--- src/rtl/uart_frame_pkg.sv ---
// Shared constants and types for the UART frame receiver: SOF marker, one-hot frame
// type codes (same encoding as the sender's transmit_sel), error codes and FSM states.
package uart_frame_pkg;

    localparam logic [7:0] SOF_BYTE   = 8'hA5;
    localparam logic [4:0] TYPE_KEY   = 5'b00001;
    localparam logic [4:0] TYPE_PT    = 5'b00010;
    localparam logic [4:0] TYPE_CT    = 5'b00100;
    localparam logic [4:0] TYPE_TRACE = 5'b01000;
    localparam logic [4:0] TYPE_PARAM = 5'b10000;

    typedef enum logic [2:0] {
        ERR_NONE    = 3'd0,
        ERR_TYPE    = 3'd1,
        ERR_LEN     = 3'd2,
        ERR_CHK     = 3'd3,
        ERR_UART    = 3'd4,
        ERR_TIMEOUT = 3'd5
    } err_code_e;

    typedef enum logic [2:0] {
        S_IDLE, S_TYPE, S_LEN_HI, S_LEN_LO, S_PAYLOAD, S_CHECK
    } frame_state_e;

    typedef enum logic [1:0] {
        RX_IDLE, RX_START, RX_DATA, RX_STOP
    } rx_state_e;

    function automatic logic is_frame_type(input logic [7:0] b);
        return (b[7:5] == 3'b000) &&
               (b[4:0] == TYPE_KEY || b[4:0] == TYPE_PT || b[4:0] == TYPE_CT ||
                b[4:0] == TYPE_TRACE || b[4:0] == TYPE_PARAM);
    endfunction

endpackage

--- src/rtl/uart_frame_receiver_if.sv ---
// Payload write port and frame status bundle of the UART frame receiver.
// master = receiver side (drives), slave = consumer side (observes).
interface uart_frame_receiver_if #(
    parameter int ADDR_W = 16
);
    logic              wr_en;
    logic [ADDR_W-1:0] wr_addr;
    logic [7:0]        wr_data;
    logic [4:0]        frame_type;
    logic [ADDR_W-1:0] frame_len;
    logic              frame_done;
    logic              frame_err;
    logic [2:0]        err_code;
    logic              busy;

    modport master (
        output wr_en, wr_addr, wr_data, frame_type, frame_len,
               frame_done, frame_err, err_code, busy
    );
    modport slave (
        input  wr_en, wr_addr, wr_data, frame_type, frame_len,
               frame_done, frame_err, err_code, busy
    );
endinterface

--- src/rtl/uart_rx_byte.sv ---
// UART 8N1 byte deserialiser: 2-flop synchroniser, mid-bit sampling, start-glitch
// rejection; pulses vld_o (good stop bit) or err_o (stop bit low) per byte.
module uart_rx_byte
    import uart_frame_pkg::*;
#(
    parameter int CLKS_PER_BIT = 434
) (
    input  logic       clk,
    input  logic       rst,
    input  logic       rx_i,
    output logic [7:0] data_o,
    output logic       vld_o,
    output logic       err_o
);
    localparam int CW = $clog2(CLKS_PER_BIT + 1);
    localparam logic [CW-1:0] HALF = CW'(CLKS_PER_BIT / 2 - 1);
    localparam logic [CW-1:0] FULL = CW'(CLKS_PER_BIT - 1);

    rx_state_e     state_q, state_d;
    logic [CW-1:0] cnt_q, cnt_d;
    logic [2:0]    bit_q, bit_d;
    logic [7:0]    shift_q, shift_d;
    logic          vld_q, vld_d, err_q, err_d;
    logic          rx_s1_q, rx_s2_q, rx_prev_q;

    always_ff @(posedge clk) begin
        if (rst) begin
            state_q   <= RX_IDLE;
            cnt_q     <= '0;
            bit_q     <= '0;
            shift_q   <= '0;
            vld_q     <= 1'b0;
            err_q     <= 1'b0;
            rx_s1_q   <= 1'b1;
            rx_s2_q   <= 1'b1;
            rx_prev_q <= 1'b1;
        end else begin
            state_q   <= state_d;
            cnt_q     <= cnt_d;
            bit_q     <= bit_d;
            shift_q   <= shift_d;
            vld_q     <= vld_d;
            err_q     <= err_d;
            rx_s1_q   <= rx_i;
            rx_s2_q   <= rx_s1_q;
            rx_prev_q <= rx_s2_q;
        end
    end

    always_comb begin
        state_d = state_q;
        cnt_d   = cnt_q + 1'b1;
        bit_d   = bit_q;
        shift_d = shift_q;
        vld_d   = 1'b0;
        err_d   = 1'b0;
        unique case (state_q)
            RX_IDLE: begin
                cnt_d = '0;
                if (rx_prev_q && !rx_s2_q) state_d = RX_START;
            end
            // Start bit must still be low half a bit later, else it was a glitch
            RX_START: if (cnt_q == HALF) begin
                cnt_d   = '0;
                bit_d   = '0;
                state_d = rx_s2_q ? RX_IDLE : RX_DATA;
            end
            RX_DATA: if (cnt_q == FULL) begin
                cnt_d   = '0;
                shift_d = {rx_s2_q, shift_q[7:1]};
                bit_d   = bit_q + 3'd1;
                if (bit_q == 3'd7) state_d = RX_STOP;
            end
            RX_STOP: if (cnt_q == FULL) begin
                state_d = RX_IDLE;
                vld_d   = rx_s2_q;
                err_d   = !rx_s2_q;
            end
            default: state_d = RX_IDLE;
        endcase
    end

    assign data_o = shift_q;
    assign vld_o  = vld_q;
    assign err_o  = err_q;
endmodule

--- src/rtl/uart_frame_receiver.sv ---
// Frame layer: SOF/TYPE/LEN/payload/CHK parsing over uart_rx_byte, payload write port
// and status. Define UART_FRAME_RX_TIMEOUT_EN to build the inter-byte timeout.
module uart_frame_receiver
    import uart_frame_pkg::*;
#(
    parameter int CLKS_PER_BIT = 434,
    parameter int MAX_LEN      = 1024,
    parameter int ADDR_W       = 16,
    parameter int TIMEOUT_BITS = 32
) (
    input  logic                   clk,
    input  logic                   rst,
    input  logic                   rx,
    input  logic                   enable,
    uart_frame_receiver_if.master  bus
);
    logic [7:0]  rx_byte;
    logic        byte_vld, byte_err;

    uart_rx_byte #(.CLKS_PER_BIT(CLKS_PER_BIT)) u_byte (
        .clk(clk), .rst(rst), .rx_i(rx),
        .data_o(rx_byte), .vld_o(byte_vld), .err_o(byte_err)
    );

    frame_state_e      state_q, state_d;
    logic [ADDR_W-1:0] idx_q, idx_d, addr_q, addr_d, len_q, len_d;
    logic [7:0]        len_hi_q, len_hi_d, chk_q, chk_d, data_q, data_d;
    logic [4:0]        type_q, type_d;
    logic              wr_en_q, wr_en_d, done_q, done_d, err_q, err_d;
    err_code_e         code_q, code_d;
    logic [15:0]       len_w;

`ifdef UART_FRAME_RX_TIMEOUT_EN
    localparam logic [31:0] TO_LAST = 32'(TIMEOUT_BITS * CLKS_PER_BIT - 1);
    logic [31:0] to_q;

    // Restarts on every received byte; only meaningful while a frame is open
    always_ff @(posedge clk) begin
        if (rst || state_q == S_IDLE) to_q <= '0;
        else if (byte_vld)            to_q <= 32'd1;
        else                          to_q <= to_q + 32'd1;
    end
`endif

    always_ff @(posedge clk) begin
        if (rst) begin
            state_q  <= S_IDLE;
            idx_q    <= '0;
            addr_q   <= '0;
            len_q    <= '0;
            len_hi_q <= '0;
            chk_q    <= '0;
            data_q   <= '0;
            type_q   <= '0;
            wr_en_q  <= 1'b0;
            done_q   <= 1'b0;
            err_q    <= 1'b0;
            code_q   <= ERR_NONE;
        end else begin
            state_q  <= state_d;
            idx_q    <= idx_d;
            addr_q   <= addr_d;
            len_q    <= len_d;
            len_hi_q <= len_hi_d;
            chk_q    <= chk_d;
            data_q   <= data_d;
            type_q   <= type_d;
            wr_en_q  <= wr_en_d;
            done_q   <= done_d;
            err_q    <= err_d;
            code_q   <= code_d;
        end
    end

    always_comb begin
        state_d  = state_q;
        idx_d    = idx_q;
        addr_d   = addr_q;
        len_d    = len_q;
        len_hi_d = len_hi_q;
        chk_d    = chk_q;
        data_d   = data_q;
        type_d   = type_q;
        wr_en_d  = 1'b0;
        done_d   = 1'b0;
        err_d    = 1'b0;
        code_d   = code_q;
        len_w    = {len_hi_q, rx_byte};
        if (!enable) begin
            state_d = S_IDLE;
        end else if (byte_err && state_q != S_IDLE) begin
            state_d = S_IDLE;
            err_d   = 1'b1;
            code_d  = ERR_UART;
        end else if (byte_vld) begin
            chk_d = chk_q ^ rx_byte;
            unique case (state_q)
                S_IDLE: if (rx_byte == SOF_BYTE) begin
                    state_d = S_TYPE;
                    chk_d   = '0;
                end
                S_TYPE: if (is_frame_type(rx_byte)) begin
                    state_d = S_LEN_HI;
                    type_d  = rx_byte[4:0];
                end else begin
                    state_d = S_IDLE;
                    err_d   = 1'b1;
                    code_d  = ERR_TYPE;
                end
                S_LEN_HI: begin
                    len_hi_d = rx_byte;
                    state_d  = S_LEN_LO;
                end
                S_LEN_LO: if (len_w == 16'd0 || {16'd0, len_w} > 32'(MAX_LEN)) begin
                    state_d = S_IDLE;
                    err_d   = 1'b1;
                    code_d  = ERR_LEN;
                end else begin
                    len_d   = ADDR_W'(len_w);
                    idx_d   = '0;
                    state_d = S_PAYLOAD;
                end
                S_PAYLOAD: begin
                    wr_en_d = 1'b1;
                    addr_d  = idx_q;
                    data_d  = rx_byte;
                    idx_d   = idx_q + 1'b1;
                    if (idx_q == len_q - 1'b1) state_d = S_CHECK;
                end
                S_CHECK: begin
                    state_d = S_IDLE;
                    if (rx_byte == chk_q) begin
                        done_d = 1'b1;
                    end else begin
                        err_d  = 1'b1;
                        code_d = ERR_CHK;
                    end
                end
                default: state_d = S_IDLE;
            endcase
        end
`ifdef UART_FRAME_RX_TIMEOUT_EN
        if (enable && !byte_vld && !byte_err && state_q != S_IDLE && to_q == TO_LAST) begin
            state_d = S_IDLE;
            err_d   = 1'b1;
            code_d  = ERR_TIMEOUT;
        end
`endif
    end

    assign bus.wr_en      = wr_en_q;
    assign bus.wr_addr    = addr_q;
    assign bus.wr_data    = data_q;
    assign bus.frame_type = type_q;
    assign bus.frame_len  = len_q;
    assign bus.frame_done = done_q;
    assign bus.frame_err  = err_q;
    assign bus.err_code   = code_q;
    assign bus.busy       = (state_q != S_IDLE);
endmodule

--- src/flat_wrapper.sv ---
// flat-port wrapper written by rule: the top's interface ports become plain ports
module uart_frame_receiver_flat import uart_frame_pkg::*;
#(
    parameter int CLKS_PER_BIT = 434,
    parameter int MAX_LEN      = 1024,
    parameter int ADDR_W       = 16,
    parameter int TIMEOUT_BITS = 32
)
  (clk, rst, rx, enable, bus_wr_en, bus_wr_addr, bus_wr_data, bus_frame_type, bus_frame_len, bus_frame_done, bus_frame_err, bus_err_code, bus_busy);
  uart_frame_receiver_if #(.ADDR_W(ADDR_W)) bus_i ();
  input  logic clk;
  input  logic rst;
  input  logic rx;
  input  logic enable;
  output wire logic [$bits(bus_i.wr_en)-1:0] bus_wr_en;
  output wire logic [$bits(bus_i.wr_addr)-1:0] bus_wr_addr;
  output wire logic [$bits(bus_i.wr_data)-1:0] bus_wr_data;
  output wire logic [$bits(bus_i.frame_type)-1:0] bus_frame_type;
  output wire logic [$bits(bus_i.frame_len)-1:0] bus_frame_len;
  output wire logic [$bits(bus_i.frame_done)-1:0] bus_frame_done;
  output wire logic [$bits(bus_i.frame_err)-1:0] bus_frame_err;
  output wire logic [$bits(bus_i.err_code)-1:0] bus_err_code;
  output wire logic [$bits(bus_i.busy)-1:0] bus_busy;
  assign bus_wr_en = bus_i.wr_en;
  assign bus_wr_addr = bus_i.wr_addr;
  assign bus_wr_data = bus_i.wr_data;
  assign bus_frame_type = bus_i.frame_type;
  assign bus_frame_len = bus_i.frame_len;
  assign bus_frame_done = bus_i.frame_done;
  assign bus_frame_err = bus_i.frame_err;
  assign bus_err_code = bus_i.err_code;
  assign bus_busy = bus_i.busy;
  uart_frame_receiver #(.CLKS_PER_BIT(CLKS_PER_BIT), .MAX_LEN(MAX_LEN), .ADDR_W(ADDR_W), .TIMEOUT_BITS(TIMEOUT_BITS)) u_core (.clk(clk), .rst(rst), .rx(rx), .enable(enable), .bus(bus_i));
endmodule
--- config.mk ---
export PLATFORM = sky130hd
export DESIGN_NAME = uart_frame_receiver_flat
export DESIGN_NICKNAME = d
export VERILOG_FILES = /design/src/rtl/uart_frame_pkg.sv /design/src/rtl/uart_frame_receiver_if.sv /design/src/rtl/uart_rx_byte.sv /design/src/rtl/uart_frame_receiver.sv /design/src/flat_wrapper.sv
export SDC_FILE = /design/constraint.sdc
export NUM_CORES = 1
export LEC_CHECK = 0
export ABC_AREA = 1
export BUFFER_PORTS_ARGS = -buffer_cell sky130_fd_sc_hd__clkbuf_2
export CAP_MARGIN = 20
export CORE_ASPECT_RATIO = 1.75
export CORE_MARGIN = 2
export CORE_UTILIZATION = 48
export CTS_BUF_LIST = sky130_fd_sc_hd__clkbuf_4 sky130_fd_sc_hd__clkbuf_8
export DETAILED_ROUTE_END_ITERATION = 12
export PLACE_DENSITY_LB_ADDON = 0.1
export SYNTH_ARGS = -nofsm -noshare
export SYNTH_HDL_FRONTEND = slang
export SYNTH_SLANG_ARGS = --single-unit
--- constraint.sdc ---
create_clock -name clk -period 4.72 [get_ports clk]
set_clock_uncertainty 0.2 [all_clocks]
set_input_delay 0.236 -clock clk [delete_from_list [all_inputs] [get_ports clk]]
set_output_delay 0.236 -clock clk [all_outputs]
set_load 0.02 [all_outputs]
* After elaboration in Yosys (flattened, before gate mapping) *
Index checks and enable logic that the tools add are counted.

storage, ports and cells
  register bits after elaboration = 113
  input port bits = 4
  output and inout bits = 52

cells by class
  equality and inequality tests = 30
  add/subtract/negate cells = 4
  reductions and logical operators = 34
  bitwise operators = 8
  multiplexer cells = 36
  $lt $le $gt $ge = 1

operator list
  operator                                              number
  one-hot mux 16 bit (2 select lines)                   1
  two-way mux 3 bit                                     10
  one-hot mux 9 bit (3 select lines)                    1
  AND reduction 5 bit                                   4
  two-way mux 9 bit                                     2
  adder 16 x 1 -> 16 bit, second input constant         1
  == test 16 bit                                        1
  > comparator 16 x 11 -> 1 bit, second input constant  1
  zero test 16 bit                                      1
  two-way mux 16 bit                                    1
  two-way mux 8 bit                                     2
  subtractor 16 x 1 -> 16 bit, second input constant    1
  one-hot mux 3 bit (5 select lines)                    1
  two-way mux 2 bit                                     7
  inequality test 2 bit, second input constant          6
  adder 9 x 1 -> 9 bit, second input constant           1
  == test 3 bit, second input constant                  3
  == test 9 x 8 -> 1 bit, second input constant         1
  == test 9 bit, second input constant                  1
  one-hot mux 3 bit (3 select lines)                    1
  AND reduction 3 bit                                   3
  == test 8 bit                                         1
  == test 8 bit, second input constant                  1
  one-hot mux 2 bit (4 select lines)                    1
  other kinds (33)                                      60

* Longest topological paths before layout *
Gate-level depths: netlist of run 1.

  word-level depth = 10
  depth in mapped cells = 16

* By module *
Synthesis of run 1 repeated with hierarchy kept, for this count alone.

unflattened totals
  cell total of the unflattened synthesis = 789
  area total of the unflattened synthesis = 5606.6 um^2

modules (own cells, without submodules)
  module               instances  area an instance (um^2)  cells each  seq. area each (um^2)
  uart_frame_receiver  1          4370.4                   637         1721.7
  uart_rx_byte         1          1236.2                   152         540.5

* Least setup slack after synthesis of run 1 *
No wires, ideal clock.

  path type = register to register
  start point = reg u_core.len_q[0], in the netlist u_core.bus.frame_len[0]
  end point = reg u_core.state_q[1]
  cell stages (with the launch flop) = 16
  data arrival time = 1713 ps
  path slack = 2694 ps
  library setup time = 113 ps
  cell sequence = dfxtp_1 inv_1 ha_1 inv_1 nand2_1 nand2_1 nor2_1 nand2_1 nor2_1 nand2_1 nor2_1 nand3_1 o21ai_1 nand2_1 nor2_1 nor2_1

between the ends
  cells in the longest elaborated chain, start to end = 4

RTL lines
  item                                      line                        text
  start, declared                           uart_frame_receiver.sv:26   logic [ADDR_W-1:0] idx_q, idx_d, addr_q, addr_d, len_q, len_d;
  start signal, assigned                    uart_frame_receiver.sv:63   len_q <= len_d;
  subtractor 16 x 1 -> 16 bit               uart_frame_receiver.sv:128  if (idx_q == len_q - 1'b1) state_d = S_CHECK;
  == test 16 bit                            uart_frame_receiver.sv:128
  inequality test 2 x 1 -> 1 bit (no line)  --
  AND reduction 3 bit (no line)             --
  end signal, assigned                      uart_frame_receiver.sv:60   state_q <= state_d;
  end, declared                             uart_frame_receiver.sv:25   frame_state_e state_q, state_d;

No other way between the ends.
A chain may end at the register's enable or synchronous reset.

* Final worst setup path of run 1 *
  start point = reg u_core.state_q[0]
  end point = reg u_core.addr_q[6], in the netlist u_core.bus.wr_addr[6]

between the ends
  cells in the longest elaborated chain, start to end = 4

RTL lines
  item                             line                       text
  nonzero test 3 bit               uart_frame_receiver.sv:91  end else if (byte_err && state_q != S_IDLE) begin
  logical AND 1 bit                uart_frame_receiver.sv:91
  NOT 1 bit (no line)              --
  AND reduction 4 bit (no line) *  --
  end signal, assigned             uart_frame_receiver.sv:62  addr_q <= addr_d;
  end, declared                    uart_frame_receiver.sv:26

Every way passes the cells marked *; elsewhere a longest branch is shown, timed or not.

==> impl_metrics.py, run 1 <==
metrics = {
    "cells_and_area": {
        "fin_area_mm2": 0.00623,
        "layout-drive-gt1-share": 0.149,
        "fill_cells": 1126,
        "multi_input_area_mm2": 0.00269,
        "instances_no_fill": 973,
        "ff_latch_area_mm2": 0.00226,
        "syn_to_final_growth_pct": 14.3,
        "n_antenna_cell": 0,
        "nets": 839,
    },
    "yosys": {
        "syn_nets": 787,
        "synth_seq_area_share": 0.415,
        "ys_top_cells_by_area": "dfxtp_1, nand2_1, a21oi_1",
        "yosysMostFrequentCell": "nand2_1",
        "yosys.area.top_type": "dfxtp_1",
        "syn-instance-count": 776,
        "syn_avg_cell_area_um2": 7.02,
        "synth-main-ff-cell": "dfxtp_1",
        "synth_cell_types": 39,
        "synthTopCellsByCount": "nand2_1, dfxtp_1, a21oi_1, inv_1, nor2_1",
        "netlist_area_mm2": 0.00545,
        "async_reset_ff_frac": 0,
        "synth_top_area_frac": 0.415,
        "synth_edf_count": 0,
        "ys_seq_elements": 113,
        "ys_warn_count": 0,
    },
    "place": {
        "place_inst": 939,
        "dp.final_hpwl_mm": 10.6,
        "place_congestion": 0.965,
        "placed_area_mm2": 0.00576,
        "portBuffers": 55,
    },
    "clocking": {
        "cts_made_buffers": 17,
        "cts_buffer_depth": 2,
        "htreeDepth": 4,
        "cts_tree": "built",
        "clk_latency_ns": 0.43,
        "cts.sinks": 113,
        "cts-root-buf": "clkbuf_8",
        "post_cts.repair.setup_buffers": 0,
        "clk_pin_slew_ns": 0.07,
    },
    "routing": {
        "firstDrtPassIters": 4,
        "drc": 0,
        "avgViaCountPerCell": 5.20,
        "vias": 5063,
        "wl_per_cell_um": 14.5,
        "drtIter0Drc": 209,
        "routed_wl_mm": 14.1,
        "ant_nets": 0,
    },
    "floorplan": {
        "coreArea_mm2": 0.0111,
        "dieArea_mm2": 0.0123,
        "boundaryPins": 56,
        "die_h_um": 145,
        "die_w_um": 84.6,
        "start_util": 0.491,
        "fp-row-count": 51,
    },
    "setup_path": {
        "start_kind": "flip-flop",
        "crit_arrival_ns": 2.60,
        "cpMostUsedCell": "inv_2",
        "crit_type": "flip-flop to flip-flop",
        "cp_max_fo": 41,
        "worstPathCellList": "nor2_2 -> inv_2 -> nor2_4 -> inv_2 -> nand2_4 -> nand2_2 -> inv_2 -> nand2_2 -> inv_2 -> o21ai_0 -> a21oi_1",
        "critPathMaxStageDelay_ns": 0.51,
        "worstSetupStartpoint": "u_core.state_q[0]$_SDFFE_PP0P_",
        "cp-end-kind": "flip-flop",
        "critPathSlowestCell": "inv_2",
        "reg2reg_from": "u_core.state_q[0]$_SDFFE_PP0P_",
        "cp.required_ns": 4.88,
    },
    "run_status": {
        "status": "finished, final reports clean",
    },
    "sta": {
        "fin_crit_sh": 0.516,
        "setup_viol_count_final": 0,
        "worst_pin_slew_ns": 0.826,
        "rsz0062_at_grt": "no",
        "fmax_mhz": 410,
        "fin_tns_setup_ns": 0,
        "slew_viol_final": 0,
        "min_period_ns": 2.44,
        "timing.slew.headroom": 0.449,
        "hold_viol": 0,
    },
    "power": {
        "power_density_mw_per_mm2": 324,
        "peakVddDrop_uv": 228,
        "p_leak_nw": 2.81,
        "p_total_mw": 2.02,
    },
    "global_route": {
        "grt_max_degree": 42,
        "grt_pass1_wl_mm": 23.2,
        "grt_overflow": 0,
        "antenna_found_initial": 0,
        "grt_pass1_vias": 4853,
        "grt_usage": 0.237,
    },
    "hold_path": {
        "min_from": "u_core.u_byte.rx_s1_q$_SDFF_PP1_",
        "hold_class": "flip-flop to flip-flop",
    },
    "run": {
        "max_cap_viol_count": 0,
    },
}
registers in the layout, indices dropped and copies added, names as in the netlist, 8 cells and up, named ones only:
register / flops
u_core.bus.frame_len: 16
u_core.bus.wr_addr: 16
u_core.idx_q: 16
u_core.u_byte.cnt_q: 9
u_core.bus.wr_data: 8
u_core.chk_q: 8
u_core.len_hi_q: 8
u_core.u_byte.data_o: 8
cells by family (layout without fill, tap and decap cells):
family	after synthesis	after routing	share of synthesized area
flip-flops	113	113	0.415
XOR/XNOR	28	28	0.0450
buffers and inverters	122	187	0.0914
adder cells (fa/ha/maj)	7	7	0.0161
AO/OA/AOI/OAI	158	158	0.151
AND/OR/NAND/NOR	348	348	0.281
area by class of cell:
type,instances,area share
Clock inverter,13,0.0297
Tap cell,132,0.0265
Inverter,97,0.0584
Multi-Input combinational cell,541,0.432
Sequential cell,113,0.363
Timing Repair Buffer,58,0.0486
Clock buffer,19,0.0420
metal layers:
layer / track usage / wire length (um) / vias to the layer above
li1: - / - / 2605
met1: 0.249 / 5450 / 2319
met2: 0.443 / 7660 / 106
met3: 0.0392 / 508 / 33
met4: 0.111 / 482 / 0
met5: 0 / 0 / -
per-stage QoR:
stage,setup slack [ns],utilization,hold WS (ns)
detailed placement,2.11,0.519,0.208
finish,2.28,0.561,0.222
global route,1.98,0.561,0.245
global placement,2.18,0.519,0.198
floorplan,2.69,-,0.140
CTS,2.27,0.561,0.225
critical path, delay by kind of cell (launching register included):
family / cells / cell delay, ns
AOI/OAI and AO/OA: 2 / 0.33
DFF: 1 / 0.37
buffers and inverters: 4 / 0.81
and+or+nand+nor: 5 / 0.65
repair_timing:
| item | in CTS | in global routing |
|---|---|---|
| gates resized for setup | 0 | 0 |
| endpoints found under the hold margin | 5 | 0 |
| endpoints found under the setup margin | 0 | 0 |
| hold buffers | 2 | 0 |
cell usage in the layout (no fill, tap or decap), types with 2 or more instances in the layout:
cell and instances:
a21oi_1 88, a21oi_2 2, bufinv_16 4, clkbuf_2 55, clkbuf_8 19, clkinv_2 3, clkinv_4 4, clkinvlp_4 2
dfxtp_1 113, dlygate4sd3_1 2, ha_1 7, inv_1 88, inv_2 9, nand2_1 166, nand2_2 5, nand2_4 2
nand3_1 48, nand4_1 11, nor2_1 80, nor2_2 6, nor2_4 2, nor3_1 13, nor3b_1 2, nor4_1 2
o21ai_0 55, o21ai_1 7, or2_2 7, xnor2_1 8, xor2_1 20
worst paths after layout:
check / to / slack (ns) / depth (start not counted)
setup / recovery: u_core.bus.wr_addr[6]$_SDFFE_PP0P_ / 2.28 / 11
hold / removal: u_core.u_byte.rx_s2_q$_SDFF_PP1_ / 0.22 / 1
setup reg to reg: u_core.bus.wr_addr[6]$_SDFFE_PP0P_ / 2.28 / 11
hold reg to reg: u_core.u_byte.rx_s2_q$_SDFF_PP1_ / 0.22 / 1
where the power goes:
part | internal [mW] | leakage, nW | switching [mW]
clock | 0.603 | 0.222 | 0.411
combinational | 0.0124 | 1.68 | 0.0306
sequential | 0.957 | 0.911 | 0.00319
(Power assumes the default switching activity.)
==> run 2, diff against run 1 <==
==> constraint.sdc (replaced) <==
create_clock -name clk -period 2.35 [get_ports clk]
set_clock_uncertainty 0.2 [all_clocks]
set_input_delay 0.1175 -clock clk [delete_from_list [all_inputs] [get_ports clk]]
set_output_delay 0.1175 -clock clk [all_outputs]
set_load 0.02 [all_outputs]
==> run 2 against run 1 <==
Compared with the run above:
- sequential share of layout area down 0.34 points
- critical path depth fell by 1
- count of clock-buffer cells in the layout rose by 3
- register-to-register slack got worse by 2.0 ns
- wire length up 4.0%
- fmax up 16%
- clock power is 59% higher
- combinational power increased by 120%
- worst setup slack worse by 2.0 ns
- cell area increased by 1.0%
- die area unchanged
- highest routed layer unchanged
==> impl_metrics.py, run 2 (same netlist as run 1, synthesis figures left out) <==
metrics = {
    "place": {
        "post-place-ws_ns": 0.196,
        "place_inst": 952,
        "portBuffers": 55,
        "dp.final_hpwl_mm": 11.1,
        "placed_area_mm2": 0.00589,
        "place_congestion": 0.941,
    },
    "setup_path": {
        "critPathCapture": "u_core.len_hi_q[5]$_SDFFE_PP0P_",
        "critPathSlowestCell": "dfxtp_1",
        "worstPathCellList": "nor2_2 -> inv_2 -> nor2_4 -> inv_2 -> nand2_4 -> nand2_2 -> inv_2 -> nand2_1 -> o21ai_0 -> a21oi_1",
        "start_kind": "flip-flop",
        "critPathMaxStageDelay_ns": 0.37,
        "r2r_slack_ns": 0.25,
        "crit_type": "flip-flop to flip-flop",
        "cp-end-kind": "flip-flop",
        "cp_max_fo": 16,
        "crit_arrival_ns": 2.20,
        "cp.required_ns": 2.45,
        "reg2reg_from": "u_core.state_q[0]$_SDFFE_PP0P_",
        "cpMostUsedCell": "inv_2",
        "reg2reg_to": "u_core.len_hi_q[5]$_SDFFE_PP0P_",
        "worstSetupStartpoint": "u_core.state_q[0]$_SDFFE_PP0P_",
        "reg2regPathDepth": 10,
    },
    "power": {
        "power_density_mw_per_mm2": 578,
        "p_total_mw": 3.64,
        "peakVddDrop_uv": 403,
        "p_leak_nw": 2.85,
    },
    "sta": {
        "fin_crit_sh": 0.895,
        "slew_viol_final": 0,
        "worst_pin_slew_ns": 0.478,
        "setup_slack_ns": 0.247,
        "fin_tns_setup_ns": 0,
        "hold_viol": 0,
        "timing.slew.headroom": 0.681,
        "setup_viol_count_final": 0,
        "rsz0062_at_grt": "no",
        "fmax_mhz": 476,
        "holdWs_ns": 0.209,
        "min_period_ns": 2.10,
    },
    "global_route": {
        "antenna_found_initial": 0,
        "grt_pass1_wl_mm": 24.3,
        "grt_max_degree": 59,
        "grt_overflow": 0,
        "grt_pass1_vias": 5174,
        "grt_usage": 0.247,
    },
    "clocking": {
        "cts_made_buffers": 17,
        "cts_buffer_depth": 2,
        "cts_tree": "built",
        "clk_latency_ns": 0.44,
        "post_cts.repair.setup_buffers": 0,
        "cts.sinks": 113,
        "clk_pin_slew_ns": 0.07,
        "cts-root-buf": "clkbuf_8",
        "htreeDepth": 4,
    },
    "cells_and_area": {
        "layout-drive-gt1-share": 0.167,
        "fill_cells": 1123,
        "fin_area_mm2": 0.00629,
        "layout_common_cells": "nand2_1, dfxtp_1, inv_1, a21oi_1, nor2_1",
        "nets": 854,
        "utilization": 0.567,
        "final_common_cell": "nand2_1",
        "instances_no_fill": 988,
        "n_antenna_cell": 0,
        "syn_to_final_growth_pct": 15.5,
    },
    "routing": {
        "firstDrtPassIters": 5,
        "ant_nets": 0,
        "vias": 5148,
        "drtIter0Drc": 259,
        "drc": 0,
        "routed_wl_mm": 14.7,
        "avgViaCountPerCell": 5.21,
        "wl_per_cell_um": 14.8,
    },
    "floorplan": {
        "die_w_um": 84.6,
        "fp-row-count": 51,
        "coreArea_mm2": 0.0111,
        "dieArea_mm2": 0.0123,
        "start_util": 0.491,
        "die_h_um": 145,
        "boundaryPins": 56,
    },
    "run_status": {
        "status": "finished, final reports clean",
    },
    "run": {
        "max_cap_viol_count": 0,
    },
    "hold_path": {
        "hold_class": "input pin to flip-flop",
    },
}
-- run 2: critical path: cells and delay by family, from the launching register on --
family	cells	cell delay, ns
compound gates	2	0.37
simple gates	5	0.74
buf+inv	3	0.29
flops	1	0.37
-- run 2: where the power goes --
group | total (mW) | internal [mW] | switching (mW)
clock network | 1.61 | 0.824 | 0.789
logic | 0.0936 | 0.0296 | 0.0641
registers | 1.93 | 1.92 | 0.00641
-- run 2: area by class of cell --
type,instances,area (um2),share of cell area
multi-input cells,542,2710,0.431
flip-flops and latches,113,2260,0.360
repair buffers,72,435,0.0692
inverters,97,364,0.0579
clock buffers,22,290,0.0461
well taps,132,165,0.0262
clock inverters,10,61.3,0.00974
-- run 2: timing repair --
action                     CTS  global route
hold buffers                 3             0
gates resized for setup      0             5
setup endpoints to repair    0             3
hold endpoints to repair    44             0
-- run 2: how the worst min path moves through the flow --
| stage | from | end | slack (ns) | cells past startpoint |
|---|---|---|---|---|
| 2_1_floorplan | rx | u_core.u_byte.rx_s1_q$_SDFF_PP1_ | 0.02 | 1 |
| 3_3_place_gp | rx | u_core.u_byte.rx_s1_q$_SDFF_PP1_ | 0.10 | 2 |
| 3_5_place_dp | rx | u_core.u_byte.rx_s1_q$_SDFF_PP1_ | 0.11 | 2 |
| 4_1_cts | rx | u_core.u_byte.rx_s1_q$_SDFF_PP1_ | 0.19 | 3 |
| 5_1_grt | rx | u_core.u_byte.rx_s1_q$_SDFF_PP1_ | 0.20 | 3 |
| 6_report | rx | u_core.u_byte.rx_s1_q$_SDFF_PP1_ | 0.21 | 3 |
-- run 2: per-layer routing --
metal	GRT usage	share of wire	wire, um	up-vias
li1	-	-	-	2640
met1	0.256	0.38	5610	2365
met2	0.463	0.55	8080	114
met3	0.0472	0.033	479	29
met4	0.117	0.034	503	0
met5	0	0	0	-
==> run 3, diff against run 2 <==
==> constraint.sdc (replaced) <==
create_clock -name clk -period 1.74 [get_ports clk]
set_clock_uncertainty 0.2 [all_clocks]
set_input_delay 0.087 -clock clk [delete_from_list [all_inputs] [get_ports clk]]
set_output_delay 0.087 -clock clk [all_outputs]
set_load 0.02 [all_outputs]
==> run 3 against run 2 <==
Compared with the run above:
- the flow now finishes with violations (negative setup slack)
- sequential power rose by 35%
- critical path depth up 2
- utilization grew 24 points
- largest power group unchanged
- worst setup slack got worse by 0.58 ns
- via count rose by 23%
- register-to-register slack worse by 0.58 ns
- largest cell class unchanged
- clock power up 57%
- cell area up 43%
- global-route usage increased by 3.7 points
- worst hold slack got worse by 0.037 ns
- power grew 48%
- die area unchanged
==> impl_metrics.py, run 3 (same netlist as run 1, synthesis figures left out) <==
metrics = {
    "run_status": {
        "status": "complete, but fails checks",
        "violations": "negative setup slack",
    },
    "cells_and_area": {
        "layout_common_cells": "buf_4, nand2_1, dfxtp_1",
        "ff_latch_area_mm2": 0.00229,
        "final_common_cell": "buf_4",
        "fill_cells": 671,
        "multi_input_area_mm2": 0.00368,
        "n_antenna_cell": 0,
        "instances_no_fill": 1157,
        "nets": 1024,
        "utilization": 0.812,
        "syn_to_final_growth_pct": 65.4,
        "layout-drive-gt1-share": 0.511,
    },
    "floorplan": {
        "die_w_um": 84.6,
        "coreArea_mm2": 0.0111,
        "die_h_um": 145,
        "fp-row-count": 51,
        "start_util": 0.491,
        "dieArea_mm2": 0.0123,
        "boundaryPins": 56,
    },
    "routing": {
        "drtIter0Drc": 442,
        "routed_wl_mm": 20.2,
        "ant_nets": 0,
        "drc": 0,
        "avgViaCountPerCell": 5.49,
        "vias": 6350,
        "firstDrtPassIters": 7,
        "wl_per_cell_um": 17.5,
    },
    "global_route": {
        "grt_pass1_wl_mm": 27.7,
        "grt_usage": 0.284,
        "grt_pass1_vias": 5920,
        "grt_max_degree": 59,
        "grt_overflow": 0,
        "antenna_found_initial": 0,
    },
    "setup_path": {
        "cp_max_fo": 7,
        "cp-end-kind": "flip-flop",
        "reg2reg_from": "u_core.u_byte.data_o[3]$_SDFFE_PP0P_",
        "worstSetupStartpoint": "u_core.u_byte.data_o[3]$_SDFFE_PP0P_",
        "start_kind": "flip-flop",
        "r2r_slack_ns": -0.34,
        "reg2reg_to": "u_core.idx_q[5]$_SDFFE_PP0P_",
        "cp.required_ns": 1.90,
        "crit_type": "flip-flop to flip-flop",
        "crit_arrival_ns": 2.24,
        "reg2regPathDepth": 12,
    },
    "clocking": {
        "cts_made_buffers": 17,
        "clk_pin_slew_ns": 0.07,
        "cts_buffer_depth": 2,
        "clk_latency_ns": 0.44,
        "htreeDepth": 4,
        "cts_tree": "built",
        "cts.sinks": 113,
        "cts-root-buf": "clkbuf_8",
    },
    "sta": {
        "hold_viol": 0,
        "timing.slew.headroom": 0.674,
        "fin_crit_sh": 1.19,
        "setup_viol_count_final": 65,
        "worst_pin_slew_ns": 0.485,
        "slew_viol_final": 0,
        "min_period_ns": 2.08,
        "fmax_mhz": 482,
        "setup_slack_ns": -0.336,
        "rsz0062_at_grt": "yes",
    },
    "hold_path": {
        "hold_path_depth": 3,
        "min_from": "rx",
        "hold_class": "input pin to flip-flop",
        "min_to": "u_core.u_byte.rx_s1_q$_SDFF_PP1_",
    },
    "power": {
        "peakVddDrop_uv": 543,
        "p_leak_nw": 4.17,
        "power_density_mw_per_mm2": 596,
    },
    "place": {
        "post-place-ws_ns": -0.330,
        "place_inst": 1077,
        "portBuffers": 55,
        "place_congestion": 0.933,
        "dp.final_hpwl_mm": 12.1,
    },
    "run": {
        "max_cap_viol_count": 0,
    },
}
[run 3: cell types whose count changed in the layout (fill, tap and decap cells not counted), moves of 16 or more]
| cell | before | now |
|---|---|---|
| a21oi_1 | 88 | 38 |
| a21oi_2 | 2 | 52 |
| buf_4 | 12 | 140 |
| buf_6 | 0 | 22 |
| nand2_1 | 165 | 120 |
| nand2_2 | 6 | 32 |
| nand2_4 | 2 | 18 |
| nand3_1 | 48 | 30 |
| nor2_1 | 79 | 60 |
| o21ai_0 | 55 | 20 |
| o21ai_2 | 1 | 29 |
[run 3: worst max path at each step]
stage                                                end  depth (start not counted)
after CTS                 u_core.state_q[1]$_SDFFE_PP0P_                         16
final                       u_core.idx_q[5]$_SDFFE_PP0P_                         12
after global placement    u_core.state_q[1]$_SDFFE_PP0P_                         13
after floorplan             u_core.idx_q[4]$_SDFFE_PP0P_                         14
after global routing      u_core.state_q[1]$_SDFFE_PP0P_                         12
after detailed placement  u_core.state_q[1]$_SDFFE_PP0P_                         14
[run 3: layout make-up]
cell class,instances,share of cell area
flip-flops and latches,113,0.254
multi-input cells,542,0.408
well taps,132,0.0183
clock buffers,22,0.0329
repair buffers,241,0.227
repair inverters,1,0.000972
clock inverters,9,0.0117
inverters,97,0.0465
[run 3: metal layers]
| metal | up-vias | global-route usage | part of all wire |
|---|---|---|---|
| met1 | 3030 | 0.285 | 0.35 |
| met3 | 94 | 0.0466 | 0.042 |
| li1 | 2986 | - | - |
| met4 | 0 | 0.168 | 0.070 |
| met2 | 240 | 0.530 | 0.54 |
| met5 | - | 0 | 0 |
[run 3: through the flow]
| stage | TNS (ns) | area [um2] | power, mW | hold WS, ns |
|---|---|---|---|---|
| 2_1_floorplan | -0.554 | 5490 | 2.74 | -0.00919 |
| 3_3_place_gp | -5.35 | 6910 | 2.80 | 0.0770 |
| 3_5_place_dp | -9.57 | 6910 | 2.80 | 0.0843 |
| 4_1_cts | -3.59 | 8080 | 5.33 | 0.164 |
| 5_1_grt | -16.91 | 9010 | 5.51 | 0.173 |
| 6_report | -10.58 | 9010 | 5.37 | 0.173 |
[run 3: what timing repair did]
action / 4_1_cts / 5_1_grt
gates resized for setup: 149 / 201
gates cloned: 5 / 5
endpoints found under the setup margin: 100 / 109
setup buffers: 20 / 18
hold endpoints to repair: 80 / 0
hold buffers: 3 / 0
pin swaps: 37 / 68
[run 3: where the power goes]
group	switching (mW)	internal [mW]	leakage, nW
clock	1.11	1.43	0.204
combinational	0.149	0.0913	3.05
sequential	0.0111	2.59	0.920
[run 3: critical path, cell delays in order (launching register included)]
cell,delay (ns)
dfxtp_4,0.37
nor2_4,0.12
nand2_2,0.07
nor2_2,0.11
nand2_1,0.09
or2_0,0.23
nand2_2,0.14
inv_4,0.07
nand3_4,0.14
nand2_4,0.11
inv_8,0.12
o21ai_2,0.06
a21oi_1,0.15
